`src/rtl/seven_seg_pkg.sv`:
```
// Shared types and constants for the 7-segment scan decoder and the
// display drivers' self-check. Segment patterns are active-low, seg[0]=a.
package seven_seg_pkg;

  typedef logic [3:0] nibble_t;
  typedef logic [6:0] seg_t;

  typedef enum logic [1:0] {
    WAIT   = 2'd0,
    SETTLE = 2'd1,
    HOLD   = 2'd2
  } scan_state_e;

  localparam seg_t SEG_HEX_0 = 7'b1000000;
  localparam seg_t SEG_HEX_1 = 7'b1111001;
  localparam seg_t SEG_HEX_2 = 7'b0100100;
  localparam seg_t SEG_HEX_3 = 7'b0110000;
  localparam seg_t SEG_HEX_4 = 7'b0011001;
  localparam seg_t SEG_HEX_5 = 7'b0010010;
  localparam seg_t SEG_HEX_6 = 7'b0000010;
  localparam seg_t SEG_HEX_7 = 7'b1111000;
  localparam seg_t SEG_HEX_8 = 7'b0000000;
  localparam seg_t SEG_HEX_9 = 7'b0010000;
  localparam seg_t SEG_HEX_A = 7'b0001000;
  localparam seg_t SEG_HEX_B = 7'b0000011;
  localparam seg_t SEG_HEX_C = 7'b1000110;
  localparam seg_t SEG_HEX_D = 7'b0100001;
  localparam seg_t SEG_HEX_E = 7'b0000110;
  localparam seg_t SEG_HEX_F = 7'b0001110;
  localparam seg_t SEG_BLANK = 7'b1111111;

  // Slot index of a one-hot-low anode vector (only meaningful when exactly one bit is low).
  function automatic logic [1:0] digit_idx(input logic [3:0] an);
    logic [1:0] idx;
    idx = 2'd0;
    if (!an[1]) idx = 2'd1;
    if (!an[2]) idx = 2'd2;
    if (!an[3]) idx = 2'd3;
    return idx;
  endfunction

endpackage

```
`src/rtl/seg7_pattern_decode.sv`:
```
// Combinational segment-pattern to hex-nibble decoder. Any pattern outside
// the 16-entry hex table (blank included) yields nibble 0 with err_o set.
module seg7_pattern_decode
  import seven_seg_pkg::*;
(
  input  logic [6:0] seg_i,
  output logic [3:0] nibble_o,
  output logic       err_o
);

  // Table lookup; defaults cover every unrecognised pattern.
  always_comb begin
    nibble_o = 4'h0;
    err_o    = 1'b0;
    case (seg_i)
      SEG_HEX_0: nibble_o = 4'h0;
      SEG_HEX_1: nibble_o = 4'h1;
      SEG_HEX_2: nibble_o = 4'h2;
      SEG_HEX_3: nibble_o = 4'h3;
      SEG_HEX_4: nibble_o = 4'h4;
      SEG_HEX_5: nibble_o = 4'h5;
      SEG_HEX_6: nibble_o = 4'h6;
      SEG_HEX_7: nibble_o = 4'h7;
      SEG_HEX_8: nibble_o = 4'h8;
      SEG_HEX_9: nibble_o = 4'h9;
      SEG_HEX_A: nibble_o = 4'hA;
      SEG_HEX_B: nibble_o = 4'hB;
      SEG_HEX_C: nibble_o = 4'hC;
      SEG_HEX_D: nibble_o = 4'hD;
      SEG_HEX_E: nibble_o = 4'hE;
      SEG_HEX_F: nibble_o = 4'hF;
      default:   err_o    = 1'b1;
    endcase
  end

endmodule

```
`src/rtl/seven_seg_scan_decoder.sv`:
```
// Watches a multiplexed 4-digit active-low 7-segment bus, rebuilds the
// displayed 16-bit hex value and publishes it after STABLE_FRAMES identical
// error-free frames. Define SEG_SYNC_EN to add a two-flop input synchronizer.
module seven_seg_scan_decoder
  import seven_seg_pkg::*;
#(
  parameter int SETTLE_CYCLES  = 4,
  parameter int STABLE_FRAMES  = 2,
  parameter int TIMEOUT_CYCLES = 1_000_000
) (
  input  logic        clk,
  input  logic        rst_n,
  input  logic [6:0]  seg,
  input  logic [3:0]  an,
  output logic [15:0] value,
  output logic        valid,
  output logic        update,
  output logic [3:0]  digit_err,
  output logic        frame_err
);

  localparam logic [7:0]  SETTLE_LAST = 8'(SETTLE_CYCLES - 1);
  localparam logic [3:0]  STABLE_REQ  = 4'(STABLE_FRAMES);
  localparam logic [23:0] TMO_LAST    = 24'(TIMEOUT_CYCLES - 1);

  seg_t       seg_s;
  logic [3:0] an_s;

`ifdef SEG_SYNC_EN
  seg_t       seg_s1_q, seg_s2_q;
  logic [3:0] an_s1_q, an_s2_q;

  // Two-flop synchronizer, idles at all-ones (every segment and anode off).
  always_ff @(posedge clk or negedge rst_n) begin
    if (!rst_n) begin
      seg_s1_q <= '1;
      seg_s2_q <= '1;
      an_s1_q  <= '1;
      an_s2_q  <= '1;
    end else begin
      seg_s1_q <= seg;
      seg_s2_q <= seg_s1_q;
      an_s1_q  <= an;
      an_s2_q  <= an_s1_q;
    end
  end

  assign seg_s = seg_s2_q;
  assign an_s  = an_s2_q;
`else
  assign seg_s = seg;
  assign an_s  = an;
`endif

  // Anode classification: exactly one low is a digit, all high is idle, else illegal.
  logic one_low, idle, illegal;
  assign one_low = (an_s == 4'b1110) || (an_s == 4'b1101) ||
                   (an_s == 4'b1011) || (an_s == 4'b0111);
  assign idle    = (an_s == 4'b1111);
  assign illegal = !one_low && !idle;

  nibble_t dec_nibble;
  logic    dec_err;

  seg7_pattern_decode u_decode (
    .seg_i    (seg_s),
    .nibble_o (dec_nibble),
    .err_o    (dec_err)
  );

  scan_state_e state_q, state_d;
  logic [7:0]  cnt_q, cnt_d;
  logic [3:0]  cur_an_q, cur_an_d;
  seg_t        cur_seg_q, cur_seg_d;
  logic        cap;
  logic [1:0]  cap_idx;
  logic        start;

  // Capture FSM: settle on a digit, capture once, then hold until the anode moves.
  always_comb begin
    state_d   = state_q;
    cnt_d     = cnt_q;
    cur_an_d  = cur_an_q;
    cur_seg_d = cur_seg_q;
    cap       = 1'b0;
    cap_idx   = digit_idx(cur_an_q);
    start     = 1'b0;
    unique case (state_q)
      WAIT: begin
        if (one_low) start = 1'b1;
        else         cnt_d = 8'd0;
      end
      SETTLE: begin
        if (!one_low) begin
          state_d = WAIT;
          cnt_d   = 8'd0;
        end else if (an_s == cur_an_q && seg_s == cur_seg_q) begin
          if (cnt_q >= SETTLE_LAST) begin
            cap     = 1'b1;
            state_d = HOLD;
          end else begin
            cnt_d = cnt_q + 8'd1;
          end
        end else begin
          start = 1'b1;
        end
      end
      HOLD: begin
        // Segment changes are ignored here; only an anode change releases the slot.
        if (an_s != cur_an_q) begin
          if (one_low) begin
            start = 1'b1;
          end else begin
            state_d = WAIT;
            cnt_d   = 8'd0;
          end
        end
      end
      default: begin
        state_d = WAIT;
        cnt_d   = 8'd0;
      end
    endcase
    // A freshly seen digit counts as the first settled cycle.
    if (start) begin
      cur_an_d  = an_s;
      cur_seg_d = seg_s;
      cnt_d     = 8'd1;
      if (SETTLE_LAST == 8'd0) begin
        cap     = 1'b1;
        cap_idx = digit_idx(an_s);
        state_d = HOLD;
      end else begin
        state_d = SETTLE;
      end
    end
  end

  logic [15:0] slot_q, slot_d;
  logic [3:0]  derr_q, derr_d;
  logic [3:0]  seen_q, seen_d;
  logic [15:0] prev_q, prev_d;
  logic [3:0]  stable_q, stable_d;
  logic [23:0] tmo_q, tmo_d;
  logic [15:0] value_q, value_d;
  logic        valid_q, valid_d;
  logic        update_q, update_d;
  logic        frame_err_q, frame_err_d;

  // Frame assembly, stability counting, publishing and inactivity timeout.
  always_comb begin
    slot_d      = slot_q;
    derr_d      = derr_q;
    seen_d      = seen_q;
    prev_d      = prev_q;
    stable_d    = stable_q;
    tmo_d       = tmo_q;
    value_d     = value_q;
    valid_d     = valid_q;
    update_d    = 1'b0;
    frame_err_d = frame_err_q | illegal;

    if (seen_q == 4'hF) begin
      seen_d = 4'h0;
      prev_d = slot_q;
      if (|derr_q) begin
        stable_d = 4'd0;
      end else begin
        if (slot_q == prev_q) stable_d = (stable_q == 4'hF) ? stable_q : stable_q + 4'd1;
        else                  stable_d = 4'd1;
        if (stable_d >= STABLE_REQ) begin
          value_d  = slot_q;
          valid_d  = 1'b1;
          update_d = 1'b1;
        end
      end
    end

    // Capture lands after completion handling so a same-cycle capture starts the next frame.
    if (cap) begin
      slot_d[{cap_idx, 2'b00} +: 4] = dec_nibble;
      derr_d[cap_idx]               = dec_err;
      seen_d[cap_idx]               = 1'b1;
      tmo_d                         = 24'd0;
    end else if (tmo_q >= TMO_LAST) begin
      tmo_d    = 24'd0;
      valid_d  = 1'b0;
      update_d = 1'b0;
      seen_d   = 4'h0;
      stable_d = 4'd0;
    end else begin
      tmo_d = tmo_q + 24'd1;
    end
  end

  // State registers; reset discards any partially assembled frame.
  always_ff @(posedge clk or negedge rst_n) begin
    if (!rst_n) begin
      state_q     <= WAIT;
      cnt_q       <= 8'd0;
      cur_an_q    <= 4'hF;
      cur_seg_q   <= SEG_BLANK;
      slot_q      <= 16'h0000;
      derr_q      <= 4'h0;
      seen_q      <= 4'h0;
      prev_q      <= 16'h0000;
      stable_q    <= 4'd0;
      tmo_q       <= 24'd0;
      value_q     <= 16'h0000;
      valid_q     <= 1'b0;
      update_q    <= 1'b0;
      frame_err_q <= 1'b0;
    end else begin
      state_q     <= state_d;
      cnt_q       <= cnt_d;
      cur_an_q    <= cur_an_d;
      cur_seg_q   <= cur_seg_d;
      slot_q      <= slot_d;
      derr_q      <= derr_d;
      seen_q      <= seen_d;
      prev_q      <= prev_d;
      stable_q    <= stable_d;
      tmo_q       <= tmo_d;
      value_q     <= value_d;
      valid_q     <= valid_d;
      update_q    <= update_d;
      frame_err_q <= frame_err_d;
    end
  end

  assign value     = value_q;
  assign valid     = valid_q;
  assign update    = update_q;
  assign digit_err = derr_q;
  assign frame_err = frame_err_q;

endmodule

```
`config.mk`:
```
export PLATFORM = sky130hd
export DESIGN_NAME = seven_seg_scan_decoder
export DESIGN_NICKNAME = d
export VERILOG_FILES = /design/src/rtl/seven_seg_pkg.sv /design/src/rtl/seg7_pattern_decode.sv /design/src/rtl/seven_seg_scan_decoder.sv
export SDC_FILE = /design/constraint.sdc
export NUM_CORES = 1
export LEC_CHECK = 0
export CAP_MARGIN = 0
export CORE_ASPECT_RATIO = 1.75
export CORE_MARGIN = 2
export CORE_UTILIZATION = 40
export DETAILED_ROUTE_END_ITERATION = 16
export PLACE_DENSITY = 0.64
export SETUP_SLACK_MARGIN = 0.15
export SYNTH_ARGS = -nofsm -noshare
export SYNTH_HDL_FRONTEND = slang
export SYNTH_SLANG_ARGS = --single-unit
```
`constraint.sdc`:
```
create_clock -name clk -period 1.8 [get_ports clk]
set_input_delay 0.45 -clock clk [delete_from_list [all_inputs] [get_ports clk]]
set_output_delay 0.45 -clock clk [all_outputs]
set_load 0.005 [all_outputs]
```
==> run metrics, run 1 <==
status=complete, but fails checks; violated checks=negative setup slack; CP Launch Type=register; total count of hold-check failures in the final report=0; Synth Area in XOR/XNOR=0.08004; Tot Pwr=0.006751 W; Setup Crit Path Kind=reg -> reg; setup violators final=87; vias in the first global route=around 4700; Synth Flop Type=dfrtp_1; sequential area share after synthesis=0.4965; Pleak=3.975 nW; Vias=4351; synth warn=0; Synth area leaders=dfrtp_1, mux2_2, xnor2_1; vias per cell=approximately 5.1; commonest non-fill, non-tap cell in the layout=dfrtp_1; Pwr Density=855.9 nW/um^2; fin. max-slew vios=0; arrival time worst endpoint=2.43 ns; synth-to-layout area growth=44.16%; global-route wire length before repair=22070 um; Inserted Clock Buffers=9; Worst Max-Slew Pin Slew=0.5257 ns; Mapped Cells=518; io pins=36; Die Wd=92.41 um; nets@finish=695; Cell Rows=56; CP Data Required Time=2.03 ns; FF-to-FF Start=prev_q[13]$_DFFE_PN0P_; Synth Register Bits=about 110; antenna violation net count after detailed routing=0; Clock Skew=0.01041 ns; Synth Area in Compound Gates=0.07546; post-synthesis adder-cell area fraction=0.03613; share of layout cells above drive strength 1=0.4048; total grt overflow=0; asr flop ratio synth=1.000; Fin Hold WS=~0.027 ns; drt first pass iters=4; Critical Path Source=prev_q[13]$_DFFE_PN0P_; core box area=13380 sq um; minimum clock period=roughly 2.2 ns; worst reg-to-reg path cell count=8; Fmax achieved=455.3 MHz; Worst-path clk slew=0.07 ns; total negative slack=-20.73 ns; mapped cell area=5471 sq um; DRT Wirelength=13290 um; CTS tree=built; Die ar.=14670 sq um; Initial Utilization=0.4088; period utilization=1.220; worst min-delay path class=in -> async; DR iter-0 viols=about 170; syn avg cell area=10.56 sq um; Worst Path Max Fanout=16; Worst-Skew Late Latency=approximately 0.35 ns; slew margin rel.=0.6495; HPWL after detailed placement=9304 um; simple logic cell fraction of the synthesized area=0.1827; post-route DRC violation count=0; total track usage=0.1872; reg-to-reg setup timing slack=-0.40 ns; CTS sink count=~110; max-cap violations=0; most frequent cells in the layout=dfrtp_1, buf_4, nand2_1; CP endpoint=value[8]$_DFFE_PN0P_; initial antenna violation count=0; CP Capture Type=register; Place WS=-0.7006 ns; largest family of logic cells by synthesized area=simple AND/OR/NAND/NOR gates; CTS H-tree lvls=3; root buf cell=clkbuf_16; largest net degree at the start of global routing=40; post-layout util=0.5894; mux contribution to synthesized area=0.1002; IO Port Bufs=35; PnR worst setup slack=-0.3964 ns; Final Wtd Congestion=0.9023; largest area contributor in the netlist=dfrtp_1; top-area cell type share of the netlist area=0.4436; ant diodes=0; Distinct cells, synth=60; peak supply drop=0.0004837 V; RSZ-0062 raised after global routing=true; Reg-to-Reg End=value[8]$_DFFE_PN0P_; Die H=158.7 um; wire per inst=about 16 um; clock buffer depth=2; number of synthesized flops with an enable pin=0
## Yosys cell counts (all sizes together) (4+ instances only)
cell type	number
dfrtp	97
nand2	79
nor2	48
mux2	46
xnor2	37
and3	16
ha	15
nand3	15
buf	14
xor2	13
inv	12
o21ai	12
dfstp	11
nand4	11
a21oi	9
clkbuf	8
a31oi	6
nor3	6
nor4	6
and2	5
a22o	4
and4	4
nand3b	4
## per-stage QoR
| step | cells | area, sq um |
|---|---|---|
| 2_1_floorplan | 521 | 5675 |
| 3_3_place_gp | 799 | 6822 |
| 3_5_place_dp | 799 | 6822 |
| 4_1_cts | 838 | 7647 |
| 5_1_grt | 846 | 7888 |
| 6_report | 846 | 7888 |
## metal layers
metal	GRT usage	wire, um
met1	0.2006	4925
met2	0.3570	7742
met3	0.02562	264
met4	0.07666	358
met5	0	0
## worst min-delay path by stage
stage               slack (ns)  cells after the start                    end  startpoint
global route              0.05                      1  prev_q[5]$_DFFE_PN0P_       rst_n
finish                    0.03                      1  prev_q[5]$_DFFE_PN0P_       rst_n
global placement          0.41                      1  stable_q[1]$_DFF_PN0_       rst_n
detailed placement        0.42                      1   value[1]$_DFFE_PN0P_       rst_n
floorplan                 0.15                      0   cnt_q[0]$_DFFE_PN0P_       rst_n
CTS                       0.04                      1    tmo_q[10]$_DFF_PN0_       rst_n
## cells by family (layout without fill, tap and decap cells)
| kind of cell | Yosys count | in the layout |
|---|---|---|
| AOI/OAI and AO/OA | 55 | 55 |
| other | 1 | 4 |
| buffers and inverters | 34 | 185 |
| DFF | 108 | 108 |
| adders and majority gates | 16 | 16 |
| muxes | 46 | 46 |
| and+or+nand+nor | 208 | 208 |
| xor gates and xnor gates | 50 | 50 |
## critical path, cell delays in order (launching register included)
cell and delay [ns]:
dfrtp_1 0.41, xnor2_2 0.20, nand4_1 0.19, nor4_4 0.38, buf_4 0.17, and2_4 0.15, o41ai_4 0.09, buf_12 0.18
mux2_4 0.30
## sequential cells by signal (all words and copies together) (netlist names)
signal     flops
state_q        2
digit_err      4
stable_q       4
tmo_q         24
cur_an_q       4
slot_q        16
valid          1
value         16
seen_q         4
update         1
frame_err      1
cur_seg_q      7
prev_q        16
cnt_q          8
## final cells by class
| type | count | area [sq um] |
|---|---|---|
| Fill cell | 1079 | 5495 |
| Multi-Input combinational cell | 379 | 3078 |
| Sequential cell | 108 | 2716 |
| Timing Repair Buffer | 157 | 1474 |
| Clock buffer | 10 | 239.0 |
| Tap cell | 174 | 217.7 |
| Clock inverter | 6 | 117.6 |
| Inverter | 12 | 45.04 |
## repair_timing
| item | CTS | global route |
|---|---|---|
| pin swaps | 37 | 24 |
| gates resized for setup | 95 | 41 |
| buffers inserted | 20 | 7 |
| hold buffers | 0 | 0 |
| endpoints found under the setup margin | 105 | 95 |
| cloned | 3 | 1 |
## where the power goes
part           switching (W)  leakage, nW  internal, W
sequential          0.000115         1.45      0.00265
clock               0.000929        0.171      0.00141
combinational       0.000808         2.35     0.000832
total                0.00185         3.98      0.00490
(Power assumes the default switching activity.)
==> run 2: changes to the inputs <==
--- a/config.mk
+++ b/config.mk
@@ -10,7 +10,6 @@
 export CORE_MARGIN = 2
 export CORE_UTILIZATION = 40
 export DETAILED_ROUTE_END_ITERATION = 16
-export PLACE_DENSITY = 0.64
 export SETUP_SLACK_MARGIN = 0.15
 export SYNTH_ARGS = -nofsm -noshare
 export SYNTH_HDL_FRONTEND = slang
==> run 2 against run 1 <==
The flow still finishes with violations (negative setup slack). Sequential share of layout area is 1.1 points higher. Cell count is 1.2% lower. Worst setup slack better by 0.13 ns. Clock skew is 0.0030 ns lower. Critical path type unchanged. Utilization is 1.9 points lower. Die area stayed put. Sequential power hardly changed. Highest routed layer unchanged.
==> run metrics, run 2 (synthesis gave the netlist of run 1 again) <==
Inserted Clock Buffers=9; Worst Path Max Fanout=16; peak supply drop=between 0.0005 and 0.0006 V; nets@finish=685; CTS sink count=108; Final Wtd Congestion=0.8575; Pwr Density=approximately 890 nW/um^2; Vias=between 4000 and 5000; Pleak=3.855 nW; Die Wd=92.41 um; Fmax achieved=485.0 MHz; Worst-path clk slew=0.07 ns; CP Launch Type=register; total track usage=0.1735; reg-to-reg setup timing slack=-0.26 ns; clock buffer depth=2; RSZ-0062 raised after global routing=true; Register Area=2716 sq um; share of layout cells above drive strength 1=0.3671; drt first pass iters=4; worst min-delay path class=reg -> reg; Clock Skew=0.007369 ns; Fin Hold WS=around 0.46 ns; Setup Crit Path Kind=reg -> reg; Initial Utilization=0.4088; CTS tree=built; initial antenna violation count=0; worst min-delay path startpoint=frame_err$_DFF_PN0_; synth-to-layout area growth=39.54%; wire per inst=14.92 um; violated checks=negative setup slack; post-layout util=0.5705; minimum clock period=2.062 ns; post-route DRC violation count=0; area occupied by multi-input gates=around 3000 sq um; root buf cell=clkbuf_16; total grt overflow=0; HPWL after detailed placement=9018 um; # fillers=1124; vias per cell=5.096; Reg-to-Reg End=value[11]$_DFFE_PN0P_; design area=roughly 7600 sq um; status=complete, but fails checks; DR iter-0 viols=95; antenna violation net count after detailed routing=0; Hold Crit Depth=1; fin. max-slew vios=0; largest reg by FF count=tmo_q; ant diodes=0; core box area=approximately 13000 sq um; vias in the first global route=4343; largest net degree at the start of global routing=49; period utilization=1.145; io pins=36; commonest non-fill, non-tap cell in the layout=dfrtp_1; arrival time worst endpoint=between 2 and 2.5 ns; Worst-Skew Late Latency=0.34 ns; max-cap violations=0; Die H=158.7 um; DRT Wirelength=12480 um; setup violators final=87; most frequent cells in the layout=dfrtp_1, buf_4, nand2_1; PnR worst setup slack=-0.2619 ns; CP Data Required Time=2.03 ns; worst reg-to-reg path cell count=8; CTS H-tree lvls=3; CP Capture Type=register; max reg flops=24; Cell Rows=56; placed cell areas=roughly 6800 sq um; Die ar.=~15000 sq um; total count of hold-check failures in the final report=0; FF-to-FF Start=slot_q[2]$_DFFE_PN0P_; IO Port Bufs=35; global-route wire length before repair=20590 um; WHS Endpoint=frame_err$_DFF_PN0_
==> run 2: area by class of cell <==
| class | instances | area share |
|---|---|---|
| Sequential cell | 108 | 0.3558 |
| Clock inverter | 5 | 0.01409 |
| Multi-Input combinational cell | 379 | 0.3886 |
| Tap cell | 174 | 0.02852 |
| Clock buffer | 11 | 0.03179 |
| Inverter | 12 | 0.005900 |
| Timing Repair Buffer | 147 | 0.1754 |
==> run 2: timing repair <==
action / in CTS / in global routing
gates cloned: 1 / 0
hold endpoints to repair: 15 / 0
endpoints found under the setup margin: 101 / 95
setup buffers: 19 / 4
resized for setup: 79 / 22
hold buffers: 1 / 0
pin swaps: 33 / 14
==> run 2: power by group <==
part / internal (W) / switching [W] / leakage [nW] / total (W)
Sequential: 0.00265 / 0.000112 / 1.45 / 0.00277
Clock: 0.00141 / 0.000887 / 0.170 / 0.00229
Combinational: 0.000900 / 0.000803 / 2.23 / 0.00170
==> run 2: worst max-delay path, cell delays in order (launching register included) <==
cell     delay (ns)
dfrtp_1        0.42
xnor2_2        0.20
nand4_1        0.15
nor4_2         0.29
buf_4          0.16
and2_4         0.15
o41ai_4        0.08
buf_12         0.17
mux2_4         0.30
==> run 2: layer usage <==
layer / track usage / part of all wire / vias to the layer above
met2: 0.3341 / 0.58 / 45
met5: 0 / 0 / -
met1: 0.1894 / 0.39 / 2129
li1: - / - / 2070
met4: 0.05834 / 0.020 / 0
met3: 0.02277 / 0.017 / 16
==> run 2: how the worst max path moves through the flow <==
stage	end	start
global placement	digit_err[3]$_DFFE_PN0P_	seg[4]
CTS	value[11]$_DFFE_PN0P_	slot_q[2]$_DFFE_PN0P_
finish	value[11]$_DFFE_PN0P_	slot_q[2]$_DFFE_PN0P_
detailed placement	digit_err[3]$_DFFE_PN0P_	seg[4]
floorplan	value[10]$_DFFE_PN0P_	slot_q[11]$_DFFE_PN0P_
global route	value[12]$_DFFE_PN0P_	slot_q[2]$_DFFE_PN0P_
==> run 2: stage by stage <==
step                      setup WS, ns  std cells  TNS, ns  total power [W]
final                          -0.2619        836   -14.19         0.006763
after CTS                      -0.2439        832   -14.77         0.006767
after global placement         -0.7048        795   -49.63         0.004175
after detailed placement       -0.7740        795   -52.68         0.004206
after global routing           -0.3662        836   -24.64         0.007103
after floorplan                -0.1673        521   -4.707         0.003684
